$ cat src/rtl/bit_serial_adder_ctrl_pkg.sv
// bit_serial_adder_ctrl_pkg: state encodings and bit-counter sizing for the serial adder
package bit_serial_adder_ctrl_pkg;
    typedef enum logic [1:0] {ST_IDLE = 2'd0, ST_RUN = 2'd1, ST_DONE = 2'd2} state_t;
    function automatic int cnt_w(input int w);
        return (w < 3) ? 1 : $clog2(w);
    endfunction
endpackage

$ cat src/rtl/bit_serial_adder_ctrl_if.sv
// bit_serial_adder_ctrl_if: requester-side handshake and operand/result bundle
// SERIAL_ADDER_SUB_EN adds the sub request bit.
interface bit_serial_adder_ctrl_if #(parameter int WIDTH = 8);
    logic start;
    logic [WIDTH-1:0] a;
    logic [WIDTH-1:0] b;
    logic cin;
`ifdef SERIAL_ADDER_SUB_EN
    logic sub;
`endif
    logic busy;
    logic done;
    logic [WIDTH-1:0] sum;
    logic cout;
    modport master(
`ifdef SERIAL_ADDER_SUB_EN
        output sub,
`endif
        output start, a, b, cin, input busy, done, sum, cout);
    modport slave(
`ifdef SERIAL_ADDER_SUB_EN
        input sub,
`endif
        input start, a, b, cin, output busy, done, sum, cout);
endinterface

$ cat src/rtl/bit_serial_adder_ctrl_fa_cell.sv
// fa_cell: one-bit full adder reused for every bit position
module fa_cell (
    input  logic a,
    input  logic b,
    input  logic cin,
    output logic s,
    output logic c
);
    always_comb begin
        s = a ^ b ^ cin;
        c = (a & b) | (cin & (a ^ b));
    end
endmodule

$ cat src/rtl/bit_serial_adder_ctrl.sv
// bit_serial_adder_ctrl: LSB-first serial adder sequencer around a single fa_cell
// SERIAL_ADDER_SUB_EN enables a - b via ~b and forced carry-in.
module bit_serial_adder_ctrl
    import bit_serial_adder_ctrl_pkg::*;
#(
    parameter int WIDTH = 8
) (
    input logic clk,
    input logic rst,
    bit_serial_adder_ctrl_if.slave bus
);
    localparam int CW = cnt_w(WIDTH);
    state_t state, nxt;
    logic [WIDTH-1:0] sra, srb, pr, b_ld;
    logic [CW-1:0] cnt;
    logic carry, c_ld, s, c, last, accept;
    fa_cell u_fa (.a(sra[0]), .b(srb[0]), .cin(carry), .s(s), .c(c));
    always_comb begin
`ifdef SERIAL_ADDER_SUB_EN
        b_ld = bus.sub ? ~bus.b : bus.b;
        c_ld = bus.sub ? 1'b1 : bus.cin;
`else
        b_ld = bus.b;
        c_ld = bus.cin;
`endif
        last = cnt == CW'(WIDTH - 1);
        accept = state == ST_IDLE && bus.start;
        nxt = state == ST_IDLE ? (bus.start ? ST_RUN : ST_IDLE)
            : state == ST_RUN ? (last ? ST_DONE : ST_RUN) : ST_IDLE;
        bus.busy = state != ST_IDLE;
        bus.done = state == ST_DONE;
    end
    always_ff @(posedge clk or posedge rst)
        if (rst) state <= ST_IDLE;
        else state <= nxt;
    // Result bits enter pr at the MSB; sum is only updated once all bits are in.
    always_ff @(posedge clk or posedge rst)
        if (rst) begin
            sra <= '0;
            srb <= '0;
            pr <= '0;
            carry <= 1'b0;
            cnt <= '0;
            bus.sum <= '0;
            bus.cout <= 1'b0;
        end else if (accept) begin
            sra <= bus.a;
            srb <= b_ld;
            carry <= c_ld;
            cnt <= '0;
        end else if (state == ST_RUN) begin
            sra <= sra >> 1;
            srb <= srb >> 1;
            pr <= {s, pr[WIDTH-1:1]};
            carry <= c;
            cnt <= cnt + CW'(1);
            if (last) begin
                bus.sum <= {s, pr[WIDTH-1:1]};
                bus.cout <= c;
            end
        end
endmodule

$ cat src/flat_wrapper.sv
// flat-port wrapper written by rule: the top's interface ports become plain ports
module bit_serial_adder_ctrl_flat import bit_serial_adder_ctrl_pkg::*;
#(
    parameter int WIDTH = 8
)
  (clk, rst, bus_start, bus_a, bus_b, bus_cin, bus_busy, bus_done, bus_sum, bus_cout);
  bit_serial_adder_ctrl_if #(.WIDTH(WIDTH)) bus_i ();
  input logic clk;
  input logic rst;
  input wire logic [$bits(bus_i.start)-1:0] bus_start;
  input wire logic [$bits(bus_i.a)-1:0] bus_a;
  input wire logic [$bits(bus_i.b)-1:0] bus_b;
  input wire logic [$bits(bus_i.cin)-1:0] bus_cin;
  output wire logic [$bits(bus_i.busy)-1:0] bus_busy;
  output wire logic [$bits(bus_i.done)-1:0] bus_done;
  output wire logic [$bits(bus_i.sum)-1:0] bus_sum;
  output wire logic [$bits(bus_i.cout)-1:0] bus_cout;
  assign bus_i.start = bus_start;
  assign bus_i.a = bus_a;
  assign bus_i.b = bus_b;
  assign bus_i.cin = bus_cin;
  assign bus_busy = bus_i.busy;
  assign bus_done = bus_i.done;
  assign bus_sum = bus_i.sum;
  assign bus_cout = bus_i.cout;
  bit_serial_adder_ctrl #(.WIDTH(WIDTH)) u_core (.clk(clk), .rst(rst), .bus(bus_i));
endmodule
$ cat config.mk
export PLATFORM = sky130hd
export DESIGN_NAME = bit_serial_adder_ctrl_flat
export DESIGN_NICKNAME = d
export VERILOG_FILES = /design/src/rtl/bit_serial_adder_ctrl_pkg.sv /design/src/rtl/bit_serial_adder_ctrl_if.sv /design/src/rtl/bit_serial_adder_ctrl_fa_cell.sv /design/src/rtl/bit_serial_adder_ctrl.sv /design/src/flat_wrapper.sv
export SDC_FILE = /design/constraint.sdc
export NUM_CORES = 1
export LEC_CHECK = 0
export CORE_MARGIN = 1.5
export CORE_UTILIZATION = 43
export DETAILED_ROUTE_END_ITERATION = 7
export MAX_ROUTING_LAYER = met4
export PLACE_DENSITY_LB_ADDON = 0.15
export SYNTH_ARGS = -nofsm -noshare
export SYNTH_HDL_FRONTEND = slang
export SYNTH_SLANG_ARGS = --single-unit
$ cat constraint.sdc
create_clock -name clk -period 2.72 [get_ports clk]
set_input_delay 0.544 -clock clk [delete_from_list [all_inputs] [get_ports clk]]
set_output_delay 0.544 -clock clk [all_outputs]
set_load 0.05 [all_outputs]
[Word-level counts from Yosys, hierarchy flattened]
Cells that the tools add are included.
Word-level totals
  register bits after elaboration: 39
  bits in latches: 0
  bits in writable memories: 0
  memory bits (read-only): 0
  bits of input ports: 20
  output and inout bits: 11
  word-level logic and storage cells: 36
  memories: 0
Operators by class
  $add $sub $neg: 1
  multipliers: 0
  divide/modulo/power cells: 0
  $lt $le $gt $ge: 0
  eq/ne operators: 3
  shift-type cells: 0
  mux-type cells: 12
  bitwise logic cells: 6
  reductions and logical operators: 6
Operator list (count)
  2-to-1 mux 8 bit: 4
  2-to-1 mux 2 bit: 3
  2-to-1 mux 3 bit: 2
  nonzero test 2 bit: 2
  adder 3 x 1 -> 3 bit, second input constant: 1
  equality test 3 bit, second input constant: 1
  2-to-1 mux 1 bit: 3
  AND reduction 3 bit: 1
  bitwise AND 1 bit: 2
  equality test 2 x 1 -> 1 bit, second input constant: 1
  equality test 2 bit, second input constant: 1
  zero test 2 bit: 1
  AND reduction 2 bit: 1
  XOR 1 bit: 2
  logical AND 1 bit: 1
  inverter 1 bit: 1
  bitwise OR 1 bit: 1

[Logic depth before layout (Yosys ltp)]
  depth in word-level cells: 5
  gate-level depth with buffers: 5
  mapped depth without buffers: 4

[By module]
Synthesis repeated with hierarchy kept, for this count alone.
Second synthesis, totals
  cell total of the unflattened synthesis: 131
  area, all modules: 1736.7 µm²
Modules (own cells, without submodules)
  bit_serial_adder_ctrl: times used 1, cells an instance 130, area an instance 1716.6 µm², seq. area each 950.9 µm²
  fa_cell: times used 1, cells an instance 1, area an instance 20.0 µm², seq. area each 0.0 µm²

[Worst setup path after synthesis]
Ideal clock, no wire load.
  path type: reg-to-output
  from: register u_core.state[0]
  to: output port bus_done
  arrival: 1.352 ns
  data required time: 2.176 ns
  setup slack: 0.824 ns
  stages on the path, launching flop included: 4
  path buffers: 2
  cell sequence: dfrtp_1 -> buf_6 -> clkbuf_1 -> nor2b_1
On the way
  word-level cells in the longest chain between the ends: 1
RTL lines
  start: declaration: RTL line bit_serial_adder_ctrl.sv:13  | state_t state, nxt;
  start signal: assignment: RTL line bit_serial_adder_ctrl.sv:35  | else state <= nxt;
  equality test 2 bit: RTL line bit_serial_adder_ctrl.sv:31  | bus.done = state == ST_DONE;
  end: declaration: RTL line flat_wrapper.sv:15  | output wire logic [$bits(bus_i.done)-1:0] bus_done;
No other way between the ends.

[Worst setup path in the final report]
  from: register u_core.state[1]
  to: output port bus_busy
On the way
  word-level cells in the longest chain between the ends: 1
RTL lines
  nonzero test 2 bit: RTL line bit_serial_adder_ctrl.sv:30  | bus.busy = state != ST_IDLE;
  end: declaration: RTL line flat_wrapper.sv:14  | output wire logic [$bits(bus_i.busy)-1:0] bus_busy;
No other way between the ends.

==> impl_metrics.env <==
export IMPL_outcome="completed"
export IMPL_clkLatencyLatePin_ns=0.28
export IMPL_area_growth_pct=19.6
export IMPL_io_pins=31
export IMPL_hp_class="reg2reg"
export IMPL_r2r_start="u_core.state[1]$_DFF_PP0_"
export IMPL_clockBufferDepth=2
export IMPL_layout_setup_ws_ns=0.581
export IMPL_min_to="u_core.srb[7]$_DFFE_PP0P_"
export IMPL_io_buffers=30
export IMPL_crit_required_ns=2.18
export IMPL_syn_nets=167
export IMPL_drc=0
export IMPL_worst_slew_pin_slew_ns=0.771
export IMPL_grt_setup_unrepaired="no"
export IMPL_drive_gt1_share_pct=18.2
export IMPL_reg2reg_to="u_core.sra[5]$_DFFE_PP0P_"
export IMPL_core_mm2=0.00409
export IMPL_ys_seq_area_share_pct=51.3
export IMPL_grt_ovfl_total=0
export IMPL_hp_start="u_core.srb[7]$_DFFE_PP0P_"
export IMPL_seq_area_um2=951
export IMPL_diodes=0
export IMPL_dpl_hpwl_um=2130
export IMPL_fillCellCount=364
export IMPL_drv_cap=0
export IMPL_finClkSkew_ns=0.00276
export IMPL_cts_root_buf="clkbuf_8"
export IMPL_h_tree_depth=2
export IMPL_cts_tree="built"
export IMPL_cts_repair_resized=0
export IMPL_endpoint_kind="output port"
export IMPL_max_vdd_ir_drop_v=0.000426
export IMPL_syn_cell_area_mm2=0.00185
export IMPL_start_util_pct=45.4
export IMPL_drt_wl_total_um=3290
export IMPL_place_congestion=0.722
export IMPL_yosysWarningCount=0
export IMPL_yosys_register_bits=38
export IMPL_fin_crit_sh_pct=78.6
export IMPL_final_common_cell="dfrtp_1"
export IMPL_place_ws_ns=0.564
export IMPL_vias=1177
export IMPL_numCtsBuffers=5
export IMPL_drtPass1Iterations=4
export IMPL_drt_iter0_drc=57
export IMPL_die_h_um=68.7
export IMPL_rrSetupSlack_ns=0.93
export IMPL_critPathLaunchType="flop"
export IMPL_place_inst=214
export IMPL_multi_input_area_um2=736
export IMPL_holdPathStages=1
export IMPL_layoutNonFillerInstCount=220
export IMPL_synth_avg_cell_area_um2=12.9
export IMPL_die_x_um=68.7
export IMPL_grt_pass1_wl_um=5690
export IMPL_final_nets=194
export IMPL_worst_ep_arrival_time_ns=1.59
export IMPL_ff2ff_path_depth=3
export IMPL_tns_ns=0
export IMPL_vias_per_cell=5.35
export IMPL_syn_inst=144
export IMPL_path_max_fanout=22
export IMPL_fmax_mhz=468
export IMPL_row_count=23
export IMPL_postCtsSetupBuffers=0
export IMPL_slew_headroom_pct=48.6
export IMPL_die_area_mm2=0.00471
export IMPL_drtAntennaViolNets=0
export IMPL_pwr_density_cell_mw_per_mm2=1190
export IMPL_first_global_vias=1185
export IMPL_clk_pin_slew_worst_paths_ns=0.07
export IMPL_critPathKind="reg2out"
export IMPL_track_usage_pct=17.2
export IMPL_finalHoldViolCount=0
export IMPL_cts_sinks=38
export IMPL_leakagePower_nw=0.978
export IMPL_layout_common_cells="38 x dfrtp_1, 28 x clkdlybuf4s50_1, 18 x inv_1"
export IMPL_finish_instance_area_mm2=0.00222
export IMPL_dpl_cell_area_mm2=0.00213
export IMPL_slew_violations=0
export IMPL_hold_buffers=0
export IMPL_antenna_found_initial=0
export IMPL_grt_max_degree=39
export IMPL_wl_per_cell_um=15.0
export IMPL_finalCriticalPeriod_ns=2.14
export IMPL_yosysUniqueCellTypes=21
export IMPL_setup_viol_count_final=0
==> cells by family after synthesis <==
| family | share of synthesized area (%) |
|---|---|
| adders and majority gates | 2.43 |
| AOI/OAI and AO/OA | 9.38 |
| DFF | 51.3 |
| and+or+nand+nor | 15.5 |
| buffers and inverters | 9.04 |
| muxes | 12.3 |
==> metal layers <==
metal / track usage (%) / vias to the layer above / routed length (µm)
met5: - / - / 0
met3: 3.90 / 6 / 138
met2: 26.9 / 31 / 1560
li1: - / 562 / -
met4: 7.50 / 0 / 54
met1: 21.4 / 578 / 1540
==> area by class of cell <==
| class | instances | share of cell area, % |
|---|---|---|
| timing repair buffer | 33 | 14.3 |
| inverter | 18 | 3.05 |
| multi-input combinational | 75 | 33.2 |
| clock buffer | 6 | 3.72 |
| sequential | 38 | 42.9 |
| tap | 50 | 2.82 |
==> Yosys cell counts <==
cell type | count | share of area, %
mux2_2 | 7 | 4.3
a211oi_1 | 15 | 6.1
nor2_1 | 1 | 0.20
nor4b_1 | 15 | 7.1
clkbuf_2 | 1 | 0.27
a21oi_1 | 1 | 0.27
buf_6 | 6 | 3.6
nand3b_4 | 1 | 1.1
dfrtp_1 | 38 | 51
nor3b_1 | 15 | 6.1
a32o_1 | 2 | 1.1
inv_1 | 18 | 3.6
o21bai_4 | 1 | 1.0
nor2b_1 | 1 | 0.34
clkbuf_1 | 2 | 0.41
a22o_1 | 2 | 0.94
fa_1 | 1 | 1.1
mux2_4 | 10 | 8.1
ha_1 | 2 | 1.3
buf_2 | 4 | 1.1
nor2b_4 | 1 | 0.74
==> how the worst max path moves through the flow <==
stage	start	to	slack (ns)	depth (start not counted)
after detailed placement	bus_start	u_core.sra[5]$_DFFE_PP0P_	0.56	3
final	u_core.state[1]$_DFF_PP0_	bus_busy	0.58	3
after CTS	u_core.state[1]$_DFF_PP0_	bus_busy	0.57	3
after floorplan	u_core.state[0]$_DFF_PP0_	bus_done	0.82	3
after global placement	bus_start	u_core.cnt[0]$_DFFE_PP0P_	0.60	3
after global routing	u_core.state[1]$_DFF_PP0_	bus_busy	0.47	3
==> through the flow <==
stage	hold WS, ns	total power, W	util, %
3_3_place_gp	0.477	0.00223	52.2
3_5_place_dp	0.483	0.00227	52.2
5_1_grt	0.524	0.00283	54.3
6_report	0.495	0.00263	54.3
2_1_floorplan	0.467	0.00200	-
4_1_cts	0.499	0.00266	54.3
==> power by group <==
part | switching, W | total (W) | leakage (nW) | internal [W]
sequential | 0.000187 | 0.00103 | 0.451 | 0.000840
combinational | 0.000633 | 0.00123 | 0.484 | 0.000596
clock | 0.000182 | 0.000377 | 0.0431 | 0.000195
total | 0.00100 | 0.00263 | 0.978 | 0.00163
==> critical path, stage by stage (launching register included) <==
cell	delay (ns)
dfrtp_1	0.84
nor2_1	0.18
inv_1	0.09
buf_4	0.19
==> flip-flops by register name (all words and copies together) (netlist names) <==
signal	cells
u_core.cnt	3
u_core.bus.cout	1
u_core.state	2
u_core.bus.sum	8
u_core.sra	8
u_core.carry	1
u_core.pr	7
u_core.srb	8
Power figures use the tool's default switching activity.
